`config.mk`:
```
export PLATFORM = sky130hd
export DESIGN_NAME = sgnmag_to_bcd_flat
export DESIGN_NICKNAME = d
export VERILOG_FILES = /design/src/rtl/sgnmag_to_bcd_if.sv /design/src/rtl/sgnmag_to_bcd.sv /design/src/flat_wrapper.sv
export SDC_FILE = /design/constraint.sdc
export NUM_CORES = 1
export LEC_CHECK = 0
export CORE_MARGIN = 2
export CORE_UTILIZATION = 35
export CTS_BUF_LIST = sky130_fd_sc_hd__clkbuf_8
export CTS_CLUSTER_SIZE = 25
export DETAILED_ROUTE_END_ITERATION = 10
export PLACE_DENSITY = 0.62
export SYNTH_ARGS = -nofsm -noshare
export SYNTH_HDL_FRONTEND = slang
export SYNTH_SLANG_ARGS = --single-unit
export TNS_END_PERCENT = 5
```
`constraint.sdc`:
```
create_clock -name clk -period 2.8 [get_ports clk]
set_input_delay 0.28 -clock clk [delete_from_list [all_inputs] [get_ports clk]]
set_output_delay 0.28 -clock clk [all_outputs]
set_load 0.02 [all_outputs]
```
`src/rtl/sgnmag_to_bcd_if.sv`:
```
// Request/response bundle between a sign-magnitude source and the BCD converter.
// start is a request taken on any rising edge where busy is low; done is a one-cycle response pulse.
interface sgnmag_to_bcd_if #(
  parameter int DATA_W = 17,
  parameter int NDIG   = 6
);
  logic              start;
  logic              sign_in;
  logic [DATA_W-1:0] mag_in;
  logic              busy;
  logic              done;
  logic              sign_out;
  logic [4*NDIG-1:0] bcd_out;
  logic [NDIG-1:0]   blank_out;

  modport master (
    output start, sign_in, mag_in,
    input  busy, done, sign_out, bcd_out, blank_out
  );

  modport slave (
    input  start, sign_in, mag_in,
    output busy, done, sign_out, bcd_out, blank_out
  );
endinterface

```
`src/rtl/sgnmag_to_bcd.sv`:
```
// Sequential shift-add-3 converter from sign-magnitude to packed BCD with sign flag
// and leading-zero blank mask; one magnitude bit is consumed per clock.
module sgnmag_to_bcd #(
  parameter int DATA_W = 17,
  parameter int NDIG   = 6
) (
  input  logic                clk,
  input  logic                rst_n,
  sgnmag_to_bcd_if.slave      bus,
  output logic                state_dbg
);
  localparam int BW = 4 * NDIG;
  localparam int CW = $clog2(DATA_W + 1);
  localparam logic [NDIG-1:0] BLANK_RST = {{(NDIG-1){1'b1}}, 1'b0};

  typedef enum logic {IDLE = 1'b0, SHIFT = 1'b1} state_t;

  state_t            state;
  state_t            state_nxt;
  logic              accept;
  logic              last;
  logic              sign_r;
  logic [DATA_W-1:0] mag_r;
  logic [BW-1:0]     work;
  logic [BW-1:0]     work_adj;
  logic [BW-1:0]     work_shift;
  logic [CW-1:0]     cnt;
  logic [NDIG-1:0]   blank_nxt;
  logic              seen_nz;
  logic              unused_msb;

  // Digits >= 5 would become >= 10 after doubling, so pre-add 3 to force the carry.
  always_comb begin
    work_adj = work;
    for (int d = 0; d < NDIG; d++) begin
      if (work[4*d +: 4] >= 4'd5) work_adj[4*d +: 4] = work[4*d +: 4] + 4'd3;
    end
    work_shift = {work_adj[BW-2:0], mag_r[DATA_W-1]};
  end

  // Top bit never carries for legal NDIG, it only exists as the shift-out position.
  assign unused_msb = work_adj[BW-1];

  // Scan from the most significant digit down; a digit blanks until a non-zero is seen.
  always_comb begin
    seen_nz   = 1'b0;
    blank_nxt = '0;
    for (int d = NDIG - 1; d >= 1; d--) begin
      seen_nz      = seen_nz | (work_shift[4*d +: 4] != 4'd0);
      blank_nxt[d] = ~seen_nz;
    end
  end

  always_comb begin
    state_nxt = state;
    accept    = 1'b0;
    last      = 1'b0;
    case (state)
      IDLE: begin
        if (bus.start) begin
          accept    = 1'b1;
          state_nxt = SHIFT;
        end
      end
      SHIFT: begin
        if (cnt == CW'(DATA_W - 1)) begin
          last      = 1'b1;
          state_nxt = IDLE;
        end
      end
      default: state_nxt = IDLE;
    endcase
  end

  always_ff @(posedge clk or negedge rst_n) begin
    if (!rst_n) state <= IDLE;
    else        state <= state_nxt;
  end

  always_ff @(posedge clk or negedge rst_n) begin
    if (!rst_n) begin
      sign_r        <= 1'b0;
      mag_r         <= '0;
      work          <= '0;
      cnt           <= '0;
      bus.done      <= 1'b0;
      bus.sign_out  <= 1'b0;
      bus.bcd_out   <= '0;
      bus.blank_out <= BLANK_RST;
    end else begin
      bus.done <= last;
      if (accept) begin
        sign_r <= bus.sign_in;
        mag_r  <= bus.mag_in;
        work   <= '0;
        cnt    <= '0;
      end else if (state == SHIFT) begin
        work  <= work_shift;
        mag_r <= {mag_r[DATA_W-2:0], 1'b0};
        cnt   <= cnt + 1'b1;
      end
      if (last) begin
        bus.bcd_out   <= work_shift;
        bus.sign_out  <= sign_r & (work_shift != '0);
        bus.blank_out <= blank_nxt;
      end
    end
  end

  assign bus.busy  = (state == SHIFT);
  assign state_dbg = state;
endmodule

```
`src/flat_wrapper.sv`:
```
// flat-port wrapper written by rule: the top's interface ports become plain ports
module sgnmag_to_bcd_flat 
#(
  parameter int DATA_W = 17,
  parameter int NDIG   = 6
)
  (clk, rst_n, state_dbg, bus_start, bus_sign_in, bus_mag_in, bus_busy, bus_done, bus_sign_out, bus_bcd_out, bus_blank_out);
  sgnmag_to_bcd_if #(.DATA_W(DATA_W), .NDIG(NDIG)) bus_i ();
  input  logic clk;
  input  logic rst_n;
  output logic state_dbg;
  input wire logic [$bits(bus_i.start)-1:0] bus_start;
  input wire logic [$bits(bus_i.sign_in)-1:0] bus_sign_in;
  input wire logic [$bits(bus_i.mag_in)-1:0] bus_mag_in;
  output wire logic [$bits(bus_i.busy)-1:0] bus_busy;
  output wire logic [$bits(bus_i.done)-1:0] bus_done;
  output wire logic [$bits(bus_i.sign_out)-1:0] bus_sign_out;
  output wire logic [$bits(bus_i.bcd_out)-1:0] bus_bcd_out;
  output wire logic [$bits(bus_i.blank_out)-1:0] bus_blank_out;
  assign bus_i.start = bus_start;
  assign bus_i.sign_in = bus_sign_in;
  assign bus_i.mag_in = bus_mag_in;
  assign bus_busy = bus_i.busy;
  assign bus_done = bus_i.done;
  assign bus_sign_out = bus_i.sign_out;
  assign bus_bcd_out = bus_i.bcd_out;
  assign bus_blank_out = bus_i.blank_out;
  sgnmag_to_bcd #(.DATA_W(DATA_W), .NDIG(NDIG)) u_core (.clk(clk), .rst_n(rst_n), .bus(bus_i), .state_dbg(state_dbg));
endmodule
```
**Word-level counts from Yosys, hierarchy flattened**

Cells that the tools add are included.
Widths: inputs -> output; s select.

- Flip-flop bits (word level): 79
- Output and inout port bits: 34
- Logic and storage cells: 59

- Add/subtract/negate cells: 7
- Order comparisons: 6
- Equal/unequal tests: 1
- Multiplexer cells: 18
- Bitwise logic cells: 11
- Reductions and logical operators: 7

Operators by type and width:

| cell | count |
|---|---|
| $mux 24 | 2 |
| $mux 17 | 2 |
| $ge 4x3->1 const B | 6 |
| $reduce_bool 24->1 | 1 |
| $add 4x2->4 const B | 5 |
| $mux 4 | 5 |
| $reduce_bool 4->1 | 5 |
| $mux 5 | 2 |
| $not 1->1 | 6 |
| $add 5x1->5 const B | 1 |
| $eq 5x5->1 const B | 1 |
| $mux 1 | 5 |
| $or 1x1->1 | 4 |
| $add 3x2->3 const B | 1 |
| $mux 3 | 1 |
| $pmux 1 s2 | 1 |
| $reduce_bool 2->1 | 1 |
| $and 1x1->1 | 1 |

**Logic depth before layout (Yosys ltp)**

Gate-level depths: netlist of run 1.

- Depth after elaboration: 8
- Depth in mapped cells: 8
- Depth with buffers taken out: 7

**Least setup slack after synthesis of run 1**

Ideal clock, no wire load.

- Kind: register to register
- From: register u_core.work[4]
- To: register u_core.bus.sign_out
- Arrival: 1.683 ns
- Required time: 2.669 ns
- Slack: 0.986 ns
- Cell stages (with the launch flop): 8
- Buffers on the path: 0
- Period minus slack after synthesis: 1.814 ns
- Cell sequence: dfrtp_1 > inv_1 > ha_1 > and2_1 > a2111oi_2 > nand3b_1 > nor4_1 > a31oi_1

- Word-level cells in the longest chain between the ends: 4
- Elaborated cells between the ends (all ways): 5

RTL lines:

| element | line | RTL |
|---|---|---|
| from (decl) | sgnmag_to_bcd.sv:24 | `logic [BW-1:0] work;` |
| from (signal assigned) | sgnmag_to_bcd.sv:98 | `work <= work_shift;` |
| $add 4x2->4 or $ge 4x3->1 (tied branches) | sgnmag_to_bcd.sv:36 | `if (work[4*d +: 4] >= 4'd5) work_adj[4*d +: 4] = work[4*d +: 4] + 4'd3;` |
| $mux 4 (*) | sgnmag_to_bcd.sv:36 |  |
| $reduce_bool 24->1 (*) | sgnmag_to_bcd.sv:104 | `bus.sign_out <= sign_r & (work_shift != '0);` |
| $and 1x1->1 (*) | sgnmag_to_bcd.sv:104 |  |
| to (signal assigned) | sgnmag_to_bcd.sv:104 |  |
| to (decl) | sgnmag_to_bcd_if.sv:23 | `output busy, done, sign_out, bcd_out, blank_out` |

Mark *: on every way between the ends. The rest lies on a longest branch, timed or not.
A chain may end at the register's enable or synchronous reset.

**Final worst setup path of run 1**

Same ends and word-level chain as after synthesis.

==> results of run 1 <==
-- kinds of logic after synthesis --
| family | synth area share |
|---|---|
| AO/OA/AOI/OAI | 0.123 |
| XOR/XNOR | 0.0196 |
| adder cells (fa/ha/maj) | 0.0436 |
| buffers and inverters | 0.0405 |
| flip-flops | 0.494 |
| multiplexers | 0.122 |
| other | 0.000933 |
| AND/OR/NAND/NOR | 0.156 |
-- power by group --
| part | total, mW | internal [mW] | switching [mW] |
|---|---|---|---|
| clock network | 0.852 | 0.453 | 0.399 |
| registers | 1.99 | 1.61 | 0.374 |
| logic | 2.60 | 1.22 | 1.38 |
| total | 5.44 | 3.29 | 2.15 |
-- worst max-delay path, delay by kind of cell, from the launching register on --
family | cells | cell delay, ps
and+or+nand+nor | 3 | 720
DFF | 1 | 430
adders and majority gates | 1 | 230
AOI/OAI and AO/OA | 2 | 530
buffers and inverters | 1 | 90
-- worst max path at each step --
stage / cells after the start / from / endpoint / slack [ps]
floorplan: 7 / u_core.work[4] / u_core.bus.sign_out / 990
detailed placement: 7 / u_core.work[4] / u_core.bus.sign_out / 680
finish: 7 / u_core.work[4] / u_core.bus.sign_out / 690
CTS: 7 / u_core.work[4] / u_core.bus.sign_out / 680
global route: 7 / u_core.work[4] / u_core.bus.sign_out / 530
global placement: 7 / u_core.work[4] / u_core.bus.sign_out / 750
-- cell usage in the layout, fill, tap and decap left out, drive strengths merged, types with 2 or more instances in the layout --
cell type	count
a21o	4
a21oi	16
a22o	9
a31o	2
and2	6
and3b	3
and4	2
buf	8
clkbuf	11
clkdlybuf4s50	52
dfrtp	74
dfstp	5
ha	14
inv	19
mux2	9
mux2i	39
nand2	63
nand2b	22
nand3	4
nand3b	2
nor2	9
nor3b	7
o21ai	43
o31ai	4
xnor2	8
-- layer usage --
layer | vias to the layer above | GRT usage | part of all wire
met5 | - | 0 | 0
met4 | 0 | 0.0403 | 0.0039
met3 | 2 | 0.0514 | 0.052
met2 | 59 | 0.232 | 0.48
met1 | 1418 | 0.178 | 0.47
li1 | 1457 | - | -
-- layout make-up --
type | instances | area, um^2 | area share
Clock inverter | 5 | 50.0 | 0.0102
Multi-Input combinational cell | 279 | 1870 | 0.383
Inverter | 17 | 63.8 | 0.0130
Timing Repair Buffer | 61 | 591 | 0.121
Tap cell | 143 | 179 | 0.0366
Sequential cell | 79 | 1980 | 0.406
Clock buffer | 11 | 151 | 0.0310
-- stage by stage --
step | hold slack [ps] | cells | total power, mW | setup slack (ps) | util
6_report | 461 | 595 | 5.44 | 689 | 0.432
5_1_grt | 471 | 595 | 5.95 | 527 | 0.432
4_1_cts | 466 | 595 | 5.53 | 681 | 0.432
3_5_place_dp | 377 | 578 | 4.64 | 682 | 0.413
3_3_place_gp | 380 | 578 | 4.56 | 750 | 0.413
2_1_floorplan | -15.6 | 396 | 3.82 | 986 | -
-- sequential cells by signal (all words and copies together) (netlist names) --
signal and flops:
u_core.bus.sign_out 1, u_core.bus.blank_out 5, u_core.mag_r 17, u_core.cnt 5, u_core.bus.bcd_out 24, u_core.bus.busy 1
u_core.sign_r 1, u_core.bus.done 1, u_core.work 24
==> out/metrics.yaml, run 1 <==
run_status:
  outcome: "finished clean"
setup_path:
  path_cells: "inv_1 > ha_1 > and2_1 > a2111oi_2 > nand3b_1 > nor4_1 > a31oi_1"
  slowest_stage: "dfrtp_1"
  worstReg2RegEnd: "u_core.bus.sign_out"
  cpPeakStageDelay_ps: 430
  crit_fanout: 6
  cp.arrival_ps: 2330
  reg2reg_from: "u_core.work[4]"
  reg2reg_depth: 7
  required_ps: 3020
  critical_path_class: "reg2reg"
  r2r_slack_ps: 690
  start_kind: "register"
  end_kind: "register"
logic_synthesis:
  yosysUniqueCellTypes: 43
  netlist_top_cells_count: "74 x dfrtp_1, 63 x nand2_1, 39 x mux2i_1"
  synth_warnings: 0
  yosys.area.top_type_share: 0.461
  synth_top_flop_cell: "dfrtp_1"
  yosys.area.top_type: "dfrtp_1"
  synth_seq_area_share: 0.494
  avgSynthCellArea_um2: 10.1
  synth-async-reset-ratio: 1.00
  syn_area_um2: 4020
  synth.area.top_cells: "dfrtp_1 46%, mux2i_1 9.7%, nand2_1 5.9%"
  ys_seq_elements: 79
  yosysMostFrequentCell: "dfrtp_1"
  netlist_instances: 396
  synth_edf_count: 0
  synth_nets: 431
timing:
  setup_viol_count_final: 0
  relSlewSlack: 0.394
  rsz0062_at_grt: "no"
  finalCritPeriodShare: 0.754
  skew_ps: 11.0
  worstMarginPinSlew_ps: 906
  hold_viol: 0
  fin_crit_ps: 2110
  setup_tns_ps: 0
  fmax_mhz: 474
  slew_violations: 0
clock_tree:
  path_clk_slew_ps: 80
  postCtsSetupBuffers: 0
  cts-resized-gates: 0
  cts.hold.buffers_added: 1
  cts_buffer_depth: 2
  root_buffer: "clkbuf_8"
  cts-htree-levels: 3
  cts_buffers: 9
  clock_latency_ps: 340
  cts.sinks: 79
  cts_tree: "done"
placement:
  port_buffers: 53
  dp_hpwl_um: 5730
  gp_congestion: 0.825
  dpl_cell_area_um2: 4680
flow_run:
  drv_cap: 0
floorplanning:
  die_w_um: 111
  coreArea_um2: 11300
  die_h_um: 111
  std_cell_rows: 39
  die_area_um2: 12400
  pin_count: 55
  start_util: 0.355
hold_path:
  holdCritPathClass: "reg2reg"
  worstHoldStart: "u_core.bus.blank_out[5]"
  hold_depth: 2
  holdPathEnd: "u_core.bus.blank_out[5]"
layout:
  drive_gt1_frac: 0.0819
  fin_area_um2: 4890
  area_growth_pct: 21.7
  diodes: 0
  n_fill_cell: 1145
  nets: 482
global_route:
  grt_antenna_before_repair: 0
  grt_pass1_vias: 2936
  gr-total-overflow: 0
  grt_pass1_wl_um: 14100
  grt_usage: 0.142
  grt_max_degree: 55
routing:
  wirelength_um: 8290
  num_vias: 2936
  drc: 0
  ant_nets: 0
  drtPass1Iterations: 4
  dr.first_iter.drc_count: 66
  via_per_inst: 4.93
  wl_per_cell_um: 13.9
power:
  power_density_nw_per_um2: 1110
  peakVddDrop_mv: 0.429
  p_leak_nw: 2.28
Note: power is estimated with default switching activity, not from simulation.
==> inputs of run 2 (changes only) <==
--- a/config.mk
+++ b/config.mk
@@ -10,7 +10,7 @@
 export CTS_BUF_LIST = sky130_fd_sc_hd__clkbuf_8
 export CTS_CLUSTER_SIZE = 25
 export DETAILED_ROUTE_END_ITERATION = 10
-export PLACE_DENSITY = 0.62
+export PLACE_DENSITY = 0.64
 export SYNTH_ARGS = -nofsm -noshare
 export SYNTH_HDL_FRONTEND = slang
 export SYNTH_SLANG_ARGS = --single-unit
==> constraint.sdc (replaced) <==
create_clock -name clk -period 1.7 [get_ports clk]
set_input_delay 0.17 -clock clk [delete_from_list [all_inputs] [get_ports clk]]
set_output_delay 0.17 -clock clk [all_outputs]
set_load 0.02 [all_outputs]
==> out/metrics.yaml, run 2 (synthesis gave the netlist of run 1 again) <==
run_status:
  outcome: "finished with violations"
  violations: "setup timing"
routing:
  wl_per_cell_um: 14.1
  num_vias: 3158
  drc: 0
  wirelength_um: 9090
  dr.first_iter.drc_count: 94
  ant_nets: 0
  drtPass1Iterations: 4
  via_per_inst: 4.90
timing:
  slew_violations: 0
  fmax_mhz: 575
  hold_ws_ps: 295
  fin_crit_ps: 1740
  setup_tns_ps: -70.9
  setup_viol_count_final: 3
  finalCritPeriodShare: 1.02
  hold_viol: 0
  skew_ps: 13.4
  timing.final.ws_setup_ps: -38.2
  rsz0062_at_grt: "yes"
global_route:
  grt_antenna_before_repair: 0
  grt_max_degree: 57
  grt_usage: 0.150
  grt_pass1_wl_um: 15000
  gr-total-overflow: 0
  grt_pass1_vias: 3251
clock_tree:
  cts-htree-levels: 3
  cts_tree: "done"
  clock_latency_ps: 360
  cts_buffer_depth: 2
  cts_buffers: 9
  root_buffer: "clkbuf_8"
  path_clk_slew_ps: 80
  cts.sinks: 79
setup_path:
  critPathBufInv: 0
  cpPeakStageDelay_ps: 420
  cp.arrival_ps: 2020
  required_ps: 1980
  crit_fanout: 4
  end_kind: "register"
  critical_path_class: "reg2reg"
  path_cells: "ha_2 > nand2b_4 > a21oi_4 > mux2i_2 > nand4_1 > o31ai_1"
  slowest_stage: "dfrtp_1"
  crit_family: "compound AO/OA/AOI/OAI gates"
  start_kind: "register"
placement:
  dpl_cell_area_um2: 5080
  place_ws_ps: -146
  port_buffers: 53
  gp_congestion: 0.820
  dp_hpwl_um: 6370
  dp.cells: 627
layout:
  final_cell_mix: "73 x dfrtp_1, 62 x nand2_1, 56 x buf_4, 46 x clkdlybuf4s50_1, 36 x mux2i_1"
  drive_gt1_frac: 0.251
  fin_cells: 645
  fin_area_um2: 5530
  area.sequential_um2: 1980
  layout_commonest_cell: "dfrtp_1"
  area_growth_pct: 37.7
  diodes: 0
  n_fill_cell: 1058
  final_util: 0.489
  largestRegisters: "u_core.bus.bcd_out (24), u_core.work (24), u_core.mag_r (17)"
  multiInputGateArea_um2: 2050
  nets: 533
hold_path:
  holdCritPathClass: "in2async"
floorplanning:
  die_h_um: 111
  die_area_um2: 12400
  start_util: 0.355
  coreArea_um2: 11300
  pin_count: 55
  die_w_um: 111
  std_cell_rows: 39
power:
  p_leak_nw: 2.60
  peakVddDrop_mv: 0.696
  finalPower_mw: 10.9
  power_density_nw_per_um2: 1970
flow_run:
  drv_cap: 0
==> run 2: changes by cell type in the layout (fill, tap and decap cells not counted), moves of 5 or more <==
cell             change
inv_1                -7
a21oi_1              -7
clkdlybuf4s50_1      -6
ha_1                 -8
inv_2                +6
ha_2                 +5
buf_4               +48
a21oi_2              +5
dlygate4sd2_1        +5
==> run 2: cell type report <==
| class | count | area share |
|---|---|---|
| inverters | 17 | 0.0118 |
| well taps | 143 | 0.0324 |
| multi-input cells | 279 | 0.371 |
| flip-flops and latches | 79 | 0.359 |
| clock inverters | 6 | 0.0231 |
| repair buffers | 112 | 0.181 |
| clock buffers | 9 | 0.0224 |
==> run 2: final timing paths <==
check                      depth (start not counted)                 endpoint               startpoint  slack, ps
max in group asynchronous                          3          u_core.mag_r[4]                    rst_n        790
min in group clk                                   3         u_core.mag_r[15]           bus_mag_in[15]        440
setup / recovery                                   6  u_core.bus.blank_out[3]          u_core.work[16]        -40
hold / removal                                     2            u_core.cnt[0]                    rst_n        300
hold reg to reg                                    2  u_core.bus.blank_out[5]  u_core.bus.blank_out[5]        470
setup reg to reg                                   6  u_core.bus.blank_out[3]          u_core.work[16]        -40
==> run 2: per-layer routing <==
| metal | part of all wire | vias up | GRT usage |
|---|---|---|---|
| li1 | - | 1554 | - |
| met1 | 0.45 | 1529 | 0.183 |
| met2 | 0.48 | 59 | 0.255 |
| met3 | 0.039 | 16 | 0.0339 |
| met4 | 0.023 | 0 | 0.0691 |
| met5 | 0 | - | 0 |
==> run 2: what timing repair did <==
action	CTS	global route
endpoints found under the setup margin	15	19
pin swaps	2	14
gates cloned	0	0
resized for setup	14	40
hold buffers	1	0
hold endpoints to repair	27	0
setup buffers	0	2
==> run 2: worst reg2reg max path, stage by stage (launching register included) <==
cell and delay, ps:
dfrtp_1 420, ha_2 190, nand2b_4 150, a21oi_4 170
mux2i_2 300, nand4_1 170, o31ai_1 260
==> run 2: power breakdown <==
group          total [mW]  internal (mW)  leakage [nW]  switching, mW
Combinational        5.88           3.04          1.47           2.83
Clock                1.78           1.11         0.132          0.677
Sequential           3.24           2.66         0.997          0.579
==> inputs of run 3 (changes only) <==
--- a/config.mk
+++ b/config.mk
@@ -10,6 +10,7 @@
 export CTS_BUF_LIST = sky130_fd_sc_hd__clkbuf_8
 export CTS_CLUSTER_SIZE = 25
 export DETAILED_ROUTE_END_ITERATION = 10
+export HOLD_SLACK_MARGIN = 0.02
 export PLACE_DENSITY = 0.64
 export SYNTH_ARGS = -nofsm -noshare
 export SYNTH_HDL_FRONTEND = slang
==> results of run 3 <==
Same layout as run 2: the final DEF is identical, and so are final timing and power.
